## src/rtl/prog_rom_pkg.sv

```systemverilog
// Shared types and helpers for the loadable program ROM used during Naive_CPU bring-up.
package prog_rom_pkg;

  typedef enum logic [1:0] {
    LOAD  = 2'd0,
    RUN   = 2'd1,
    DRAIN = 2'd2
  } prog_rom_state_t;

  localparam int FETCH_CNT_W = 32;

  function automatic logic [FETCH_CNT_W-1:0] sat_inc(input logic [FETCH_CNT_W-1:0] value);
    logic [FETCH_CNT_W-1:0] result;
    if (&value) begin
      result = value;
    end else begin
      result = value + {{(FETCH_CNT_W-1){1'b0}}, 1'b1};
    end
    return result;
  endfunction

endpackage

```

## src/rtl/prog_rom_rd_pipe.sv

```systemverilog
// Fixed-latency valid/data shift register for fetch results.
// Idle stages carry FILL, so the output stage drives FILL whenever it holds no result.
module rd_pipe #(
  parameter int                 LATENCY = 1,
  parameter int                 INST_W  = 16,
  parameter logic [INST_W-1:0]  FILL    = '0
) (
  input  logic              clk,
  input  logic              rst,
  input  logic              in_valid,
  input  logic [INST_W-1:0] in_data,
  output logic              out_valid,
  output logic [INST_W-1:0] out_data,
  output logic              empty
);

  logic [LATENCY-1:0] valid_r;
  logic [INST_W-1:0]  data_r [LATENCY];

  // Advance the pipeline one stage per cycle; reset discards everything in flight.
  always_ff @(posedge clk or negedge rst) begin
    if (!rst) begin
      valid_r <= '0;
      for (int i = 0; i < LATENCY; i++) begin
        data_r[i] <= FILL;
      end
    end else begin
      valid_r[0] <= in_valid;
      data_r[0]  <= in_valid ? in_data : FILL;
      for (int i = 1; i < LATENCY; i++) begin
        valid_r[i] <= valid_r[i-1];
        data_r[i]  <= data_r[i-1];
      end
    end
  end

  // Empty once nothing sits behind the output stage: the output drains on the next edge.
  always_comb begin
    empty = 1'b1;
    for (int i = 0; i < LATENCY - 1; i++) begin
      empty = empty & ~valid_r[i];
    end
  end

  assign out_valid = valid_r[LATENCY-1];
  assign out_data  = data_r[LATENCY-1];

endmodule

```

## src/rtl/prog_rom.sv

```systemverilog
// Loadable instruction store for Naive_CPU: loader port writes the program,
// a LOAD/RUN/DRAIN machine gates the CPU, and fetches return after LATENCY cycles.
module prog_rom
  import prog_rom_pkg::*;
#(
  parameter int                 INST_W  = 16,
  parameter int                 ADDR_W  = 16,
  parameter int                 DEPTH   = 64,
  parameter int                 LATENCY = 1,
  parameter logic [INST_W-1:0]  FILL    = '0
) (
  input  logic                   clk,
  input  logic                   rst,
  input  logic                   load_valid,
  output logic                   load_ready,
  input  logic [ADDR_W-1:0]      load_addr,
  input  logic [INST_W-1:0]      load_data,
  input  logic                   load_last,
  input  logic                   stop,
  output logic                   run,
  input  logic                   rom_ce,
  input  logic [ADDR_W-1:0]      rom_addr,
  output logic [INST_W-1:0]      rom_data,
  output logic                   rom_valid,
  output logic [FETCH_CNT_W-1:0] fetch_cnt,
  output logic                   load_err
);

  localparam int                IDX_W   = (DEPTH > 1) ? $clog2(DEPTH) : 1;
  localparam logic [ADDR_W-1:0] DEPTH_A = ADDR_W'(DEPTH);

  prog_rom_state_t        state_r;
  prog_rom_state_t        state_nxt_s;
  logic [INST_W-1:0]      mem_r [DEPTH];
  logic                   load_fire_s;
  logic                   load_in_range_s;
  logic                   fetch_fire_s;
  logic                   enter_run_s;
  logic [INST_W-1:0]      rd_data_s;
  logic                   pipe_empty_s;
  logic [FETCH_CNT_W-1:0] fetch_cnt_r;
  logic                   load_err_r;

  assign load_fire_s     = (state_r == LOAD) && load_valid;
  assign load_in_range_s = (load_addr < DEPTH_A);
  assign fetch_fire_s    = (state_r == RUN) && rom_ce;
  assign enter_run_s     = (state_r == LOAD) && (state_nxt_s == RUN);

  // State register.
  always_ff @(posedge clk or negedge rst) begin
    if (!rst) begin
      state_r <= LOAD;
    end else begin
      state_r <= state_nxt_s;
    end
  end

  // Next-state logic; a dropped last beat still starts the run.
  always_comb begin
    state_nxt_s = state_r;
    case (state_r)
      LOAD: begin
        if (load_valid && load_last) begin
          state_nxt_s = RUN;
        end else begin
          state_nxt_s = LOAD;
        end
      end
      RUN: begin
        if (stop) begin
          state_nxt_s = DRAIN;
        end else begin
          state_nxt_s = RUN;
        end
      end
      DRAIN: begin
        if (pipe_empty_s) begin
          state_nxt_s = LOAD;
        end else begin
          state_nxt_s = DRAIN;
        end
      end
      default: begin
        state_nxt_s = LOAD;
      end
    endcase
  end

  // Program store is deliberately never reset so a program survives rst.
  always_ff @(posedge clk) begin
    if (load_fire_s && load_in_range_s) begin
      mem_r[load_addr[IDX_W-1:0]] <= load_data;
    end
  end

  // Address lookup feeding the first pipeline stage.
  always_comb begin
    rd_data_s = FILL;
    if (rom_addr < DEPTH_A) begin
      rd_data_s = mem_r[rom_addr[IDX_W-1:0]];
    end else begin
      rd_data_s = FILL;
    end
  end

  rd_pipe #(
    .LATENCY (LATENCY),
    .INST_W  (INST_W),
    .FILL    (FILL)
  ) u_rd_pipe (
    .clk       (clk),
    .rst       (rst),
    .in_valid  (fetch_fire_s),
    .in_data   (rd_data_s),
    .out_valid (rom_valid),
    .out_data  (rom_data),
    .empty     (pipe_empty_s)
  );

  // Fetch counter: restarts on each new run and saturates rather than wrapping.
  always_ff @(posedge clk or negedge rst) begin
    if (!rst) begin
      fetch_cnt_r <= '0;
    end else if (enter_run_s) begin
      fetch_cnt_r <= '0;
    end else if (fetch_fire_s) begin
      fetch_cnt_r <= sat_inc(fetch_cnt_r);
    end else begin
      fetch_cnt_r <= fetch_cnt_r;
    end
  end

  // Sticky flag for loader writes that fell outside the store.
  always_ff @(posedge clk or negedge rst) begin
    if (!rst) begin
      load_err_r <= 1'b0;
    end else if (load_fire_s && !load_in_range_s) begin
      load_err_r <= 1'b1;
    end else begin
      load_err_r <= load_err_r;
    end
  end

  assign run        = (state_r == RUN);
  assign load_ready = (state_r == LOAD);
  assign fetch_cnt  = fetch_cnt_r;
  assign load_err   = load_err_r;

endmodule

```

## config.mk

```make
export PLATFORM = sky130hd
export DESIGN_NAME = prog_rom
export DESIGN_NICKNAME = d
export VERILOG_FILES = /design/src/rtl/prog_rom_pkg.sv /design/src/rtl/prog_rom_rd_pipe.sv /design/src/rtl/prog_rom.sv
export SDC_FILE = /design/constraint.sdc
export NUM_CORES = 1
export LEC_CHECK = 0
export BUFFER_PORTS_ARGS = -buffer_cell sky130_fd_sc_hd__buf_2
export CAP_MARGIN = 20
export CORE_MARGIN = 5
export CORE_UTILIZATION = 34
export DETAILED_ROUTE_END_ITERATION = 8
export GPL_TIMING_DRIVEN = 0
export PLACE_DENSITY = 0.57
export SKIP_LAST_GASP = 1
export SYNTH_ARGS = -nofsm -noshare
export SYNTH_HDL_FRONTEND = slang
export SYNTH_SLANG_ARGS = --single-unit
```

## constraint.sdc

```tcl
create_clock -name clk -period 6.79 [get_ports clk]
set_clock_uncertainty 0.2 [all_clocks]
set_input_delay 1.358 -clock clk [delete_from_list [all_inputs] [get_ports clk]]
set_output_delay 1.358 -clock clk [all_outputs]
set_load 0.05 [all_outputs]
```

==> impl_results.md <==
- Outcome: finished, final reports clean
- Max H-tree Level: 3
- Total global routing overflow: 0
- DRT Pass-1 Iters: 6
- Final max-slew violation count: 0
- Post-Synthesis Cells: 2041
- Pwr Density: 285.0 nW/um^2
- Leakage: 0.01632 uW
- Hpwl dp: 89760 um
- Mean post-synth cell area: 20.62 um^2
- Peak VDD IR: 234.3 uV
- CTS tree: done
- RSZ-0062 raised after global routing: no
- Top cell type's share of synthesized area: 0.7305
- Min Clock Period, post-route: 4.600 ns
- Max clock buf depth: 3
- Worst Hold Launch: load_err
- Area leader, netlist: edfxtp_1
- All-layer global routing usage: 0.1930
- F_max: 217.4 MHz
- WHS Endpoint: load_err
- Area growth syn-to-layout: 19.08%
- DRC: 0
- DR vias: 22813
- Top-Level Pins: 106
- Vias/cell: 5.596
- Final Cycle Share: 0.6774
- Avg WL per Cell: 31.69 um
- Cell Area, Synth: 42100 um^2
- Core area: 123300 um^2
- Initial antenna violation count: 12
- Startpoint types: input pin
- Setup TNS: 0 ns
- Most used DFF post-synth: edfxtp_1
- Slew Limit Headroom: 0.2741
- Post-synth EDFFs: 1024
- Setup crit end kind: flip-flop
- # rows: 129
- Clock transition at path regs: 0.06 ns
- # setup viols final: 0
- Clk root buf: clkbuf_16
- Ys Warns: 0
- Most frequent cell after synthesis: edfxtp_1
- Layout cell share with drive strength beyond 1: 0.2837
- Die Width: 361.9 um
- Post-CTS sizing: 0
- Yosys reg bits: 1076
- Initial Utilization: 0.3414
- Die span in y: 361.9 um
- CP max FO: 10
- Reg2reg path depth: 7
- Final Hold Fails: 0
- CP arrival: 4.95 ns
- R2R Path End: mem_r[38][12]
- Hold_buf cts: 0
- Yosys cell types: 67
- Iteration-0 DRC Markers: 2976
- Die footprint: 130900 um^2
- Final core occ: 0.4065
- Cell count of the worst hold path: 1
- Port Buffers: 101
- Worst Path Required: 7.14 ns
- Top post-synthesis cells by area: edfxtp_1 (73%), mux4_2 (9.5%), dfrtp_1 (3.1%)
- Clk_lat worst skew: 0.71 ns
- Worst R2R Start: state_r[0]
- Largest net degree at the start of global routing: 65
- Commonest cells in the synthesized netlist: edfxtp_1 (1024), mux4_2 (177), nor2_1 (131)
- Register area share after synthesis: 0.7614
- Ys async rst share: 0.04833
- ANT nets after route: 0
- Crit path kind: input pin to flip-flop
- Sink Count: 1076
- Final nets: 2395
- Vias in the first global route: 22589
- Worst min path class: flip-flop to flip-flop
- Setup Fix Bufs, Post-CTS: 0
- Fillers: 10843
- R2R setup slack: 2.77 ns
- Syn nets: 2096
- TritonCTS Buffers: 112
- Max-cap violations: 0
- Drt total wl: 129200 um
- Final GP Congestion: 0.8917
- First-pass GRT wire length: 178300 um
- Worst Tran Pin Value: 1.089 ns
- CP startpoint: rom_addr[2]
## registers in the layout, indices dropped and copies added, names as in the netlist
name	count
fetch_cnt	32
load_err	1
u_rd_pipe.out_data	16
state_r	2
u_rd_pipe.out_valid	1
mem_r	1024
## critical path, stage by stage
cell	delay, ns
buf_2	0.17
buf_2	0.35
buf_2	0.47
buf_2	0.48
buf_2	0.56
clkbuf_1	0.73
nand2_1	0.24
o2111ai_1	0.41
o21ai_1	0.16
## metrics by stage
stage               instances  hold WS (ns)  total power [uW]  worst slack (ns)  area, um^2
floorplan                2041        0.3423              7772             3.207       42100
global placement         3779        0.2452              8106             1.151       44650
detailed placement       3857        0.2439              8138             1.520       46230
CTS                      4063        0.2579             14350             2.288       49990
global route             4069        0.2683             14660             2.242       50110
finish                   4077        0.2580             14280             2.190       50130
## kinds of logic (layout without fill, tap and decap cells)
group | Yosys count | after routing | synth area share
muxes | 328 | 328 | 0.1453
DFF | 1076 | 1076 | 0.7614
other | 0 | 8 | 0
adders and majority gates | 1 | 1 | 0.0002972
AOI/OAI and AO/OA | 188 | 188 | 0.03252
buffers and inverters | 110 | 501 | 0.01974
xor gates and xnor gates | 18 | 18 | 0.003745
and+or+nand+nor | 320 | 320 | 0.03698
## cell type report
class | instances | area [um^2] | area share
Antenna cell | 8 | 20.02 | 0.0003994
Buffer | 103 | 804.5 | 0.01605
Clock buffer | 136 | 2955 | 0.05896
Clock inverter | 70 | 803.3 | 0.01603
Inverter | 7 | 26.28 | 0.0005242
Multi-Input combinational cell | 855 | 9379 | 0.1871
Sequential cell | 1076 | 32050 | 0.6394
Tap cell | 1637 | 2048 | 0.04086
Timing Repair Buffer | 185 | 2038 | 0.04066
## how the worst max path moves through the flow
stage                             end  slack [ns]
2_1_floorplan            mem_r[31][0]        3.21
3_3_place_gp             mem_r[50][4]        1.15
3_5_place_dp   u_rd_pipe.out_data[15]        1.52
4_1_cts        u_rd_pipe.out_data[15]        2.29
5_1_grt        u_rd_pipe.out_data[15]        2.24
6_report       u_rd_pipe.out_data[15]        2.19
## layout by cell type (no fill, tap or decap), types with 9 or more instances in the layout
cell,netlist,layout
buf_8,9,59
nor2b_1,20,20
mux2_2,15,15
buf_6,14,15
nand2b_1,11,11
nand4_1,21,21
edfxtp_1,1024,1024
buf_2,31,131
mux2i_1,99,99
o22a_1,10,10
buf_16,0,16
nor2_2,0,64
bufinv_16,0,15
o21ai_0,26,26
nor2_1,131,67
clkbuf_16,0,114
xor2_1,12,12
mux4_2,177,177
dfrtp_1,52,52
a221oi_1,16,16
nand3_1,28,28
nand2_1,51,51
or3_1,9,9
buf_12,7,23
a21oi_1,14,14
buf_4,13,15
mux4_1,37,37
o2111ai_1,9,9
clkinv_2,0,18
a211oi_1,12,12
nor3_1,11,10
clkbuf_1,21,41
clkinv_1,0,27
a22oi_1,16,16
o22ai_1,34,34
## power by group
group / switching [uW] / total (uW) / internal [uW]
logic: 496 / 734 / 238
clock network: 2600 / 6270 / 3670
registers: 8.80 / 7280 / 7270
total: 3110 / 14300 / 11200
## per-layer routing
metal  GRT usage  share of wire  vias up
met5           0        0.00018        -
met4     0.07036          0.043        4
met3     0.05791           0.12      259
met2      0.2925           0.44     1430
met1      0.2651           0.40    11993
li1            -              -     9127
No activity file was read; power rests on OpenSTA's default activity.
